`config.mk`:
```
export PLATFORM = sky130hd
export DESIGN_NAME = reg_writeback
export DESIGN_NICKNAME = d
export VERILOG_FILES = /design/src/rtl/reg_writeback.sv
export SDC_FILE = /design/constraint.sdc
export NUM_CORES = 1
export LEC_CHECK = 0
export BUFFER_PORTS_ARGS = -buffer_cell sky130_fd_sc_hd__buf_2
export CAP_MARGIN = 20
export CORE_ASPECT_RATIO = 1.5
export CORE_UTILIZATION = 26
export DETAILED_ROUTE_END_ITERATION = 6
export PLACE_DENSITY = 0.41
export SYNTH_ARGS = -nofsm -noshare
export SYNTH_HDL_FRONTEND = slang
export SYNTH_SLANG_ARGS = --single-unit
```
`constraint.sdc`:
```
create_clock -name clk -period 7.46 [get_ports clk]
set_clock_uncertainty 0.15 [all_clocks]
set_input_delay 0.373 -clock clk [delete_from_list [all_inputs] [get_ports clk]]
set_output_delay 0.373 -clock clk [all_outputs]
set_load 0.005 [all_outputs]
```
`src/rtl/reg_writeback.sv`:
```
`default_nettype none
// ============================================================================
//  Module   : reg_writeback
//  Purpose  : Write-side controller for the 32x32 register file. Merges
//             single-cycle ALU results with queued multiply/divide results
//             onto the single write port and keeps a per-register busy
//             scoreboard for RAW (decode) and WAW (issue) interlocks.
//  Revision : 1.0  initial release
// ============================================================================
module reg_writeback #(
    parameter int unsigned QDEPTH = 4
) (
    input  logic        clk,
    input  logic        rst,

    input  logic        issue_valid,
    input  logic [4:0]  issue_rd,
    input  logic        issue_long,
    output logic        issue_ready,

    input  logic [4:0]  src_a_addr,
    input  logic [4:0]  src_b_addr,
    output logic        src_stall,

    input  logic        alu_valid,
    input  logic [4:0]  alu_rd,
    input  logic [31:0] alu_data,

    input  logic        mdu_valid,
    input  logic [4:0]  mdu_rd,
    input  logic [31:0] mdu_data,
    output logic        mdu_ready,

    output logic        rf_write_ena,
    output logic [4:0]  rf_address3,
    output logic [31:0] rf_write_data,

    output logic [31:0] busy_vec
);

    // ------------------------------------------------------------------------
    // Sizing constants
    // ------------------------------------------------------------------------
    localparam int unsigned      PTR_W    = (QDEPTH > 1) ? $clog2(QDEPTH) : 1;
    localparam int unsigned      CNT_W    = PTR_W + 1;
    localparam int unsigned      ENTRY_W  = 37;
    localparam logic [CNT_W-1:0] FULL_CNT = CNT_W'(QDEPTH);
    localparam logic [CNT_W-1:0] CNT_ONE  = CNT_W'(1);
    localparam logic [PTR_W-1:0] PTR_ONE  = PTR_W'(1);

    // ------------------------------------------------------------------------
    // State
    // ------------------------------------------------------------------------
    // Register 0 can never be busy, so its scoreboard bit is not stored.
    logic [31:1]        busy_q,          busy_d;
    logic [CNT_W-1:0]   long_cnt_q,      long_cnt_d;
    logic [CNT_W-1:0]   fifo_cnt_q,      fifo_cnt_d;
    logic [PTR_W-1:0]   wr_ptr_q,        wr_ptr_d;
    logic [PTR_W-1:0]   rd_ptr_q,        rd_ptr_d;
    logic               rf_write_ena_q,  rf_write_ena_d;
    logic [4:0]         rf_address3_q,   rf_address3_d;
    logic [31:0]        rf_write_data_q, rf_write_data_d;

    // MDU result storage, entries are {rd, data}
    logic [ENTRY_W-1:0] fifo_mem_q [QDEPTH];

    // ------------------------------------------------------------------------
    // Combinational wires
    // ------------------------------------------------------------------------
    logic [31:0]        busy_all;
    logic               fifo_full;
    logic               fifo_empty;
    logic               push;
    logic               pop;
    logic               issue_accept;
    logic               long_inc;
    logic [ENTRY_W-1:0] head_entry;
    logic               sel_valid;
    logic [4:0]         sel_rd;
    logic [31:0]        sel_data;

    assign busy_all   = {busy_q, 1'b0};
    assign fifo_full  = (fifo_cnt_q == FULL_CNT);
    assign fifo_empty = (fifo_cnt_q == '0);
    assign head_entry = fifo_mem_q[rd_ptr_q];

    // Interlocks: WAW/long-op capacity for issue, RAW for decode, FIFO space for MDU
    always_comb begin
        issue_ready  = !(busy_all[issue_rd] && (issue_rd != 5'd0)) &&
                       !(issue_long && (long_cnt_q == FULL_CNT));
        issue_accept = issue_valid && issue_ready;
        long_inc     = issue_accept && issue_long;
        src_stall    = (busy_all[src_a_addr] && (src_a_addr != 5'd0)) ||
                       (busy_all[src_b_addr] && (src_b_addr != 5'd0));
        mdu_ready    = !fifo_full;
        push         = mdu_valid && !fifo_full;
    end

    // Write-port arbitration: ALU has absolute priority, FIFO head drains otherwise
    always_comb begin
        sel_valid = 1'b0;
        sel_rd    = 5'd0;
        sel_data  = 32'd0;
        pop       = 1'b0;
        if (alu_valid) begin
            sel_valid = 1'b1;
            sel_rd    = alu_rd;
            sel_data  = alu_data;
        end else if (!fifo_empty) begin
            sel_valid = 1'b1;
            sel_rd    = head_entry[36:32];
            sel_data  = head_entry[31:0];
            pop       = 1'b1;
        end
    end

    // Next-state of the registered write port; address/data hold when idle
    always_comb begin
        rf_write_ena_d  = sel_valid && (sel_rd != 5'd0);
        rf_address3_d   = rf_address3_q;
        rf_write_data_d = rf_write_data_q;
        if (rf_write_ena_d) begin
            rf_address3_d   = sel_rd;
            rf_write_data_d = sel_data;
        end
    end

    // Scoreboard update: retire on the write, mark on accepted issue (set wins)
    always_comb begin
        busy_d = busy_q;
        for (int r = 1; r < 32; r++) begin
            if (rf_write_ena_q && (rf_address3_q == 5'(r))) begin
                busy_d[r] = 1'b0;
            end
            if (issue_accept && (issue_rd == 5'(r))) begin
                busy_d[r] = 1'b1;
            end
        end
    end

    // Outstanding long-op count and FIFO occupancy/pointer bookkeeping
    always_comb begin
        long_cnt_d = long_cnt_q;
        if (long_inc && !pop) begin
            long_cnt_d = long_cnt_q + CNT_ONE;
        end else if (!long_inc && pop && (long_cnt_q != '0)) begin
            // Saturate so a stray MDU result cannot wrap the counter
            long_cnt_d = long_cnt_q - CNT_ONE;
        end

        fifo_cnt_d = fifo_cnt_q;
        case ({push, pop})
            2'b10:   fifo_cnt_d = fifo_cnt_q + CNT_ONE;
            2'b01:   fifo_cnt_d = fifo_cnt_q - CNT_ONE;
            default: fifo_cnt_d = fifo_cnt_q;
        endcase

        wr_ptr_d = push ? (wr_ptr_q + PTR_ONE) : wr_ptr_q;
        rd_ptr_d = pop  ? (rd_ptr_q + PTR_ONE) : rd_ptr_q;
    end

    // Control state registers; reset drops any in-flight write immediately
    always_ff @(posedge clk or posedge rst) begin
        if (rst) begin
            busy_q          <= '0;
            long_cnt_q      <= '0;
            fifo_cnt_q      <= '0;
            wr_ptr_q        <= '0;
            rd_ptr_q        <= '0;
            rf_write_ena_q  <= 1'b0;
            rf_address3_q   <= 5'd0;
            rf_write_data_q <= 32'd0;
        end else begin
            busy_q          <= busy_d;
            long_cnt_q      <= long_cnt_d;
            fifo_cnt_q      <= fifo_cnt_d;
            wr_ptr_q        <= wr_ptr_d;
            rd_ptr_q        <= rd_ptr_d;
            rf_write_ena_q  <= rf_write_ena_d;
            rf_address3_q   <= rf_address3_d;
            rf_write_data_q <= rf_write_data_d;
        end
    end

    // FIFO payload storage; contents are don't-care while the count is zero
    always_ff @(posedge clk) begin
        if (push) begin
            fifo_mem_q[wr_ptr_q] <= {mdu_rd, mdu_data};
        end
    end

    assign rf_write_ena  = rf_write_ena_q;
    assign rf_address3   = rf_address3_q;
    assign rf_write_data = rf_write_data_q;
    assign busy_vec      = busy_all;

endmodule
`default_nettype wire

```
# [Word level (Yosys, flattened, before mapping)]
# Memory sizes are Yosys's and may differ from the RTL's.
# Cells that the tools add are included.
[totals] ff_bits=79 mem_bits_rw=148 input_bits=95 out_inout_bits=73 wordCells=313 memories=1
[classes] addsub=6 order_cmp=3 eq_ne=66 muxes=80 n_reduce_logical=119
[mem_list] memory="fifo_mem_q" depth=4 word_bits=37 read_ports=1 rd_ports_with_merged_regs=0 write_ports=1 line="65" text="logic [ENTRY_W-1:0] fifo_mem_q [QDEPTH];"
[ops] operator="== test 5 bit (second input constant)" n=32
[ops] operator="== test 5 x 4 -> 1 bit (second input constant)" n=16
[ops] operator="logical AND 1 bit" n=74
[ops] operator="two-way mux 1 bit" n=70
[ops] operator="nonzero test 2 bit" n=33
[ops] operator="two-way mux 32 bit" n=2
[ops] operator="== test 5 x 3 -> 1 bit (second input constant)" n=8
[ops] operator="== test 5 x 2 -> 1 bit (second input constant)" n=4
[ops] operator="nonzero test 5 bit" n=4
[ops] operator="less-than comparator 5 x 6 -> 1 bit (second input constant)" n=3
[ops] operator="binary-select mux 1 bit (select 5 bit)" n=3
[ops] operator="== test 5 x 1 -> 1 bit (second input constant)" n=2
[ops] operator="two-way mux 5 bit" n=2
[ops] operator="adder 3 x 1 -> 3 bit (second input constant)" n=2
[ops] operator="== test 3 bit (second input constant)" n=2
[ops] operator="two-way mux 3 bit" n=2
[ops] operator="case mux 3 bit (2 select lines)" n=1
[ops] operator="subtractor 3 x 1 -> 3 bit (second input constant)" n=2
[ops] operator="logical NOT 1 bit" n=5
[ops] operator="adder 2 x 1 -> 2 bit (second input constant)" n=2
[ops] operator="logical NOT 3 bit" n=1
[ops] operator="nonzero test 3 bit" n=1
[ops] operator="== test 2 x 1 -> 1 bit (second input constant)" n=1
[ops] operator="== test 2 bit (second input constant)" n=1
[ops] operator="logical OR 1 bit" n=1

# [Longest topological paths before layout]
# Gate-level depths: netlist of the first run.
[depth] word_depth=12 ltp_mapped=13

# [Worst setup path before layout of the first run]
# No wires, ideal clock.
[synth_timing] kind="input-to-reg" startpoint="in issue_rd[1]" endpoint="reg long_cnt_q[2]" setup_ns=0.064 t_arrival_ns=2.927 required_time_ns=7.246 setup_slack_ns=4.319 cell_stages=11 path_buffers=1 path_cell_list="buf_2 mux2_2 a221o_1 nand3_1 o2111ai_1 nor2_1 nand2_1 fa_1 or4_1 a2bb2oi_1 or3_1"
[synth_via] elab_chain_len=11 elab_cells_between_ends=14 cone_classes="mux: 3; reduce/logical: 11"
[synth_rtl] item="from (decl)" line="17" text="input logic [4:0] issue_rd,"
[synth_rtl] item="binary-select mux 1 bit (select 5 bit)" line="89" text="issue_ready = !(busy_all[issue_rd] && (issue_rd != 5'd0)) &&"
[synth_rtl] item="two-way mux 1 bit (not written as such)" line="89"
[synth_rtl] item="logical AND 1 bit (*)" line="89"
[synth_rtl] item="logical NOT 1 bit (*)" line="89"
[synth_rtl] item="logical AND 1 bit (*)" line="89"
[synth_rtl] item="logical AND 1 bit (*)" line="91" text="issue_accept = issue_valid && issue_ready;"
[synth_rtl] item="logical AND 1 bit (*)" line="92" text="long_inc = issue_accept && issue_long;"
[synth_rtl] item="logical NOT 1 bit" line="146" text="end else if (!long_inc && pop && (long_cnt_q != '0)) begin"
[synth_rtl] item="logical AND 1 bit (2 in a row)" line="146"
[synth_rtl] item="nonzero test 2 bit (no source line)"
[synth_rtl] item="to (signal assigned)" line="175" text="long_cnt_q <= long_cnt_d;"
[synth_rtl] item="to (decl)" line="56" text="logic [CNT_W-1:0] long_cnt_q, long_cnt_d;"
# Every way passes the cells marked *; elsewhere a longest branch is shown, timed or not. The select of a mux whose other input is x is not followed.
# A chain may end at the register's enable or synchronous reset.

# [Final worst setup path of the first run]
[layout_timing] startpoint="reg rd_ptr_q[0]" endpoint="reg rf_write_data_q[16], in the netlist rf_write_data[16]"
[layout_via] elab_chain_len=5 elab_cells_between_ends=7 cone_classes="mux: 4; reduce/logical: 2; memory: 1"
[layout_rtl] item="from (decl)" line="59" text="logic [PTR_W-1:0] rd_ptr_q, rd_ptr_d;"
[layout_rtl] item="from (signal assigned)" line="178" text="rd_ptr_q <= rd_ptr_d;"
[layout_rtl] item="memory read (4 x 37 bit) (*)"
[layout_rtl] item="two-way mux 5 bit" line="109" text="end else if (!fifo_empty) begin"
[layout_rtl] item="two-way mux 5 bit" line="105" text="if (alu_valid) begin"
[layout_rtl] item="nonzero test 5 bit" line="119" text="rf_write_ena_d = sel_valid && (sel_rd != 5'd0);"
[layout_rtl] item="logical AND 1 bit" line="119"
[layout_rtl] item="to (signal assigned)" line="181" text="rf_write_data_q <= rf_write_data_d;"
[layout_rtl] item="to (decl)" line="62" text="logic [31:0] rf_write_data_q, rf_write_data_d;"
# Every way passes the cells marked *; elsewhere a longest branch is shown, timed or not.

==> impl_metrics.ini, run 1 <==
[clock_network]
clockBufferDepth = 3
cts_tree = yes
numCtsBuffers = 23
post_cts_buffers = 0
cts.sinks = 227
h-tree-depth = 1
clk_pin_slew_ps = 60
insertion_delay_ps = 520
root_buffer = clkbuf_16

[pwr]
p_comb_frac = 0.300
power_density_nw_per_um2 = 368
internal-power_uw = 3090
switching_share = 0.317
p_seq_frac = 0.448
netSwitchingPower_uw = 1440
p_leak_uw = 0.00471
ir_drop_mv = 0.153
clock_power_share = 0.252

[sta]
finalCritPeriodShare = 0.553
slew_viol_final = 0
min_period_ps = 4130
relSlewSlack = 0.464
tns_ps = 0
grt_setup_unrepaired = no
setup_viol = 0
max_freq_mhz = 242
hold_ws_ps = 34.6
worst_pin_slew_ps = 805
hold_viol = 0

[cells_and_area]
n_antenna_cell = 0
drive_gt1_frac = 0.363
area_growth_pct = 25.0
instances_no_fill = 1311
n_fill_cell = 3803
final_nets = 908

[route]
vias = 6112
remaining_drc_errors = 0
firstDrtPassIters = 4
routedWlPerCell_um = 19.8
ant_nets = 0
drt-initial-drc-count = 266
routed_wl_mm = 25.9
via_per_inst = 4.66

[logic_synthesis]
syn_area_sq_um = 9870
syn_inst = 601
synth-main-ff-cell = edfxtp_1
synth-seq-area-share = 0.651
async_flop_share = 0.348
synth.distinct_cells = 49
yosysWarnings = 0
synth-edff-count = 148
synth_seq_cells = 227
syn_avg_cell_area_sq_um = 16.4
synthesis.nets = 703

[worst_setup_path]
critPathMaxFanout = 23
crit_required_ps = 7710
end_kind = register
crit_type = register to register
cp_common_cell = buf_4
crit_family = simple AND/OR/NAND/NOR gates
cp_cell_sequence = buf_4 > mux4_2 > a22o_1 > or4_4 > nor2_4 > buf_4 > mux2_2
start_kind = register
worst_ep_arrival_time_ps = 4380
critPathSlowestCell = dfrtp_2
cp_num_buf_inv = 2
max_stage_delay_ps = 760

[place]
place.gp.congestion = 0.775
hpwlAfterDp_mm = 17.5
dp.cells = 1232
numPortBuffers = 166

[global_routing]
grt_busiest_layer = met2
grt_util_met2 = 0.258
use_met1 = 0.149
use_met3 = 0.0251
grt_start_max_net_pins = 56
antenna_found_initial = 2
grt_pass1_wl_mm = 39.5
grt-ovfl-total = 0
grt_pass1_vias = 6638
grt_usage = 0.135

[floorplanning]
fp-row-count = 87
dieArea_sq_um = 38800
dieHeight_um = 241
die_w_um = 161
start_util = 0.264
fp.coreArea_sq_um = 37400
pin_count = 168

[worst_hold_path]
hold_class = primary input to register

[status]
outcome = finished clean

[flow_run]
drv_cap = 0
-- power groups by stage --
stage          sequential [uW]  clock [uW]  combinational, uW
5_1_grt                   2080        1230               1530
4_1_cts                   2040        1190               1410
6_report                  2030        1140               1360
3_5_place_dp              2060           0               1390
2_1_floorplan             1940           0                933
3_3_place_gp              2060           0               1390
-- area by class of cell --
class                   instances  area [sq um]  area share
inverters                      10          38.8     0.00315
multi-input cells             331          3250       0.263
repair buffers                213          1280       0.104
flip-flops and latches        227          6420       0.521
clock inverters                12           113     0.00913
well taps                     489           612      0.0496
clock buffers                  29           618      0.0501
-- worst paths after layout --
check / start / endpoint / slack (ps) / cells past startpoint
hold reg to reg: rf_write_data[20]$_DFFE_PP0P_ / rf_write_data[20]$_DFFE_PP0P_ / 340 / 1
max in group asynchronous: rst / rd_ptr_q[0]$_DFFE_PP0P_ / 5700 / 4
setup reg to reg: rd_ptr_q[0]$_DFFE_PP0P_ / rf_write_data[16]$_DFFE_PP0P_ / 3330 / 7
setup / recovery: rd_ptr_q[0]$_DFFE_PP0P_ / rf_write_data[16]$_DFFE_PP0P_ / 3330 / 7
hold / removal: alu_data[23] / rf_write_data[23]$_DFFE_PP0P_ / 30 / 3
min in group asynchronous: rst / rf_write_data[11]$_DFFE_PP0P_ / 290 / 3
-- layer usage --
layer | up-vias | part of all wire
met5 | - | 0.00085
met4 | 4 | 0.026
met3 | 45 | 0.050
met2 | 165 | 0.54
met1 | 3115 | 0.38
li1 | 2783 | -
-- through the flow --
step	utilization	area, sq um	worst slack (ps)	total power (uW)
after global placement	0.300	11200	3170	3450
after detailed placement	0.300	11200	3150	3450
after CTS	0.329	12300	3160	4630
final	0.329	12300	3330	4530
after floorplan	-	9870	4320	2870
after global routing	0.329	12300	2980	4830
-- synthesized netlist by cell type (3+ instances only) --
| master | n | share of area |
|---|---|---|
| a21o_1 | 5 | 0.0038 |
| a21oi_1 | 4 | 0.0020 |
| a22o_1 | 37 | 0.033 |
| and3_1 | 4 | 0.0025 |
| buf_1 | 5 | 0.0019 |
| buf_6 | 3 | 0.0034 |
| clkbuf_1 | 20 | 0.0076 |
| dfrtp_1 | 79 | 0.20 |
| edfxtp_1 | 148 | 0.45 |
| ha_1 | 5 | 0.0063 |
| inv_1 | 10 | 0.0038 |
| mux2_1 | 14 | 0.016 |
| mux2_2 | 21 | 0.024 |
| mux2i_1 | 19 | 0.019 |
| mux4_2 | 55 | 0.13 |
| nand2_1 | 23 | 0.0087 |
| nand2b_1 | 6 | 0.0038 |
| nand3_1 | 11 | 0.0056 |
| nand4_1 | 3 | 0.0019 |
| nor2_1 | 10 | 0.0038 |
| nor2b_1 | 8 | 0.0051 |
| nor3_1 | 3 | 0.0015 |
| o21ai_0 | 66 | 0.033 |
| or2_2 | 3 | 0.0019 |
| xnor2_1 | 5 | 0.0044 |
-- registers in the layout (all words and copies together), names as in the netlist --
register and count:
long_cnt_q 3, rf_write_data 32, rf_write_ena 1, busy_q 31
wr_ptr_q 2, rf_address3 5, fifo_mem_q 148, fifo_cnt_q 3
rd_ptr_q 2
-- cells in the final DEF (no fill, tap or decap), types with 19 or more instances in the layout --
cell type / n
o21ai_0: 66
dlygate4sd3_1: 38
a22o_1: 37
mux4_2: 55
buf_2: 166
nand2_1: 23
mux2_2: 21
edfxtp_1: 148
mux2i_1: 19
clkbuf_16: 23
dfrtp_1: 77
-- logic make-up after synthesis --
family,share of synthesized area
xor gates and xnor gates,0.00621
and+or+nand+nor,0.0473
buffers and inverters,0.0208
other,0.000380
muxes,0.185
DFF,0.651
adders and majority gates,0.0104
AOI/OAI and AO/OA,0.0795
-- worst reg2reg max path: cells and delay by family (launching register included) --
family	cells	cell delay, ps
DFF	1	760
AOI/OAI and AO/OA	1	230
buffers and inverters	2	960
and+or+nand+nor	2	970
muxes	2	950
-- repair_timing --
action | 4_1_cts | 5_1_grt
gates resized for setup | 0 | 0
hold buffers | 38 | 0
hold endpoints to repair | 172 | 0
Note: power is estimated with default switching activity, not from simulation.
==> run 2, diff against run 1 <==
Clock period 7.46 ns to 3.9 ns, I/O delays scaled along.
==> impl_metrics.ini, run 2 (synthesis gave the netlist of run 1 again) <==
[clock_network]
numCtsBuffers = 25
clockBufferDepth = 3
cts.sinks = 227
cts_tree = yes
clk_pin_slew_ps = 60
root_buffer = clkbuf_16
insertion_delay_ps = 520
h-tree-depth = 1
cts-resized-gates = 0

[worst_setup_path]
critPathSlowestCell = or4_1
r2r_start = busy_q[27]$_DFFE_PP0P_
worst_r2r_endpoint = long_cnt_q[2]$_DFFE_PP0P_
crit_required_ps = 4210
start_kind = register
startpoint = busy_q[27]$_DFFE_PP0P_
rr_worst_depth = 10
crit_type = register to register
end_kind = register
worst_ep_arrival_time_ps = 3650
max_stage_delay_ps = 520
worstSetupPathDepth = 10
endpoint = long_cnt_q[2]$_DFFE_PP0P_
cp_num_buf_inv = 0
crit_family = simple AND/OR/NAND/NOR gates
cp_cell_sequence = mux4_2 > mux2i_1 > or3b_2 > o2111ai_1 > nor2_1 > nand2_1 > fa_1 > or4_1 > a2bb2oi_1 > or3_1
critPathMaxFanout = 5
reg2reg_slack_ps = 560

[pwr]
p_comb_frac = 0.303
power_density_nw_per_um2 = 695
netSwitchingPower_uw = 2840
total_power_uw = 8970
clock_power_share = 0.264
p_seq_frac = 0.432
p_leak_uw = 0.00497
switching_share = 0.316
internal-power_uw = 6130
ir_drop_mv = 0.316

[sta]
max_freq_mhz = 300
finalCritPeriodShare = 0.855
setup_viol = 0
slew_viol_final = 0
grt_setup_unrepaired = no
min_period_ps = 3340
hold_viol = 0
hold_ws_ps = 24.8
tns_ps = 0
worst_pin_slew_ps = 880
relSlewSlack = 0.413

[global_routing]
grt_start_max_net_pins = 44
grt_usage = 0.141
antenna_found_initial = 1
grt_pass1_vias = 6860
grt-ovfl-total = 0
grt_pass1_wl_mm = 41.1

[place]
hpwlAfterDp_mm = 18.2
numPortBuffers = 166
dp.cells = 1238
place.gp.congestion = 0.810

[floorplanning]
dieHeight_um = 241
dieArea_sq_um = 38800
start_util = 0.264
pin_count = 168
fp-row-count = 87
die_w_um = 161
fp.coreArea_sq_um = 37400

[cells_and_area]
final_nets = 956
layout_common_cells = 166 x buf_2, 148 x edfxtp_1, 78 x dlygate4sd3_1, 77 x dfrtp_1, 66 x o21ai_0
layout_commonest_cell = buf_2
final_util = 0.344
drive_gt1_frac = 0.356
largest-register = fifo_mem_q
largest_register_ffs = 148
area_growth_pct = 30.7
n_fill_cell = 3762
instances_no_fill = 1363

[route]
firstDrtPassIters = 4
remaining_drc_errors = 0
ant_nets = 0
vias = 6414
routedWlPerCell_um = 19.7
drt-initial-drc-count = 236
routed_wl_mm = 26.9
via_per_inst = 4.71

[status]
outcome = finished clean

[flow_run]
drv_cap = 0

[worst_hold_path]
hold_class = primary input to register
[run 2: how the worst min path moves through the flow]
stage,startpoint,to,slack (ps),cells after the start
6_report,alu_valid,rd_ptr_q[0]$_DFFE_PP0P_,20,3
3_3_place_gp,mdu_data[1],fifo_mem_q[2][1]$_DFFE_PP_,260,1
4_1_cts,issue_long,long_cnt_q[2]$_DFFE_PP0P_,10,4
5_1_grt,alu_valid,rd_ptr_q[0]$_DFFE_PP0P_,60,3
3_5_place_dp,rst,rf_write_data[14]$_DFFE_PP0P_,250,2
2_1_floorplan,mdu_data[0],fifo_mem_q[0][0]$_DFFE_PP_,140,0
[run 2: area by class of cell]
| cell class | count | area, sq um | area share |
|---|---|---|---|
| clock buffers | 31 | 668 | 0.0518 |
| clock inverters | 14 | 154 | 0.0119 |
| multi-input cells | 331 | 3250 | 0.252 |
| well taps | 489 | 612 | 0.0474 |
| flip-flops and latches | 227 | 6420 | 0.498 |
| repair buffers | 259 | 1750 | 0.136 |
| diodes | 2 | 5.00 | 0.000388 |
| inverters | 10 | 38.8 | 0.00301 |
[run 2: stage by stage]
step / worst slack, ps / area (sq um)
6_report: 565 / 12900
5_1_grt: 391 / 12900
4_1_cts: 532 / 12900
3_5_place_dp: 475 / 11300
3_3_place_gp: 505 / 11300
2_1_floorplan: 880 / 9870
[run 2: worst reg2reg max path, stage by stage (launching register included)]
cell and delay [ps]:
dfrtp_1 430, mux4_2 490, mux2i_1 210, or3b_2 160, o2111ai_1 320, nor2_1 240
nand2_1 90, fa_1 420, or4_1 520, a2bb2oi_1 150, or3_1 110
[run 2: layer usage]
| layer | vias up | track usage | routed length [um] |
|---|---|---|---|
| met2 | 200 | 0.265 | 14300 |
| met4 | 0 | 0.0466 | 641 |
| met1 | 3280 | 0.159 | 10600 |
| met5 | - | 0 | 0 |
| met3 | 43 | 0.0251 | 1410 |
| li1 | 2891 | - | - |
[run 2: power groups by stage]
stage	Clock, uW	Sequential (uW)	Combinational [uW]
6_report	2370	3880	2720
3_5_place_dp	0	3940	2740
2_1_floorplan	0	3700	1780
3_3_place_gp	0	3930	2740
4_1_cts	2460	3890	2810
5_1_grt	2530	3980	3010
[run 2: repair_timing]
| item | CTS | global route |
|---|---|---|
| buffers inserted | 0 | 0 |
| endpoints found under the setup margin | 0 | 0 |
| endpoints found under the hold margin | 230 | 0 |
| hold buffers | 78 | 0 |
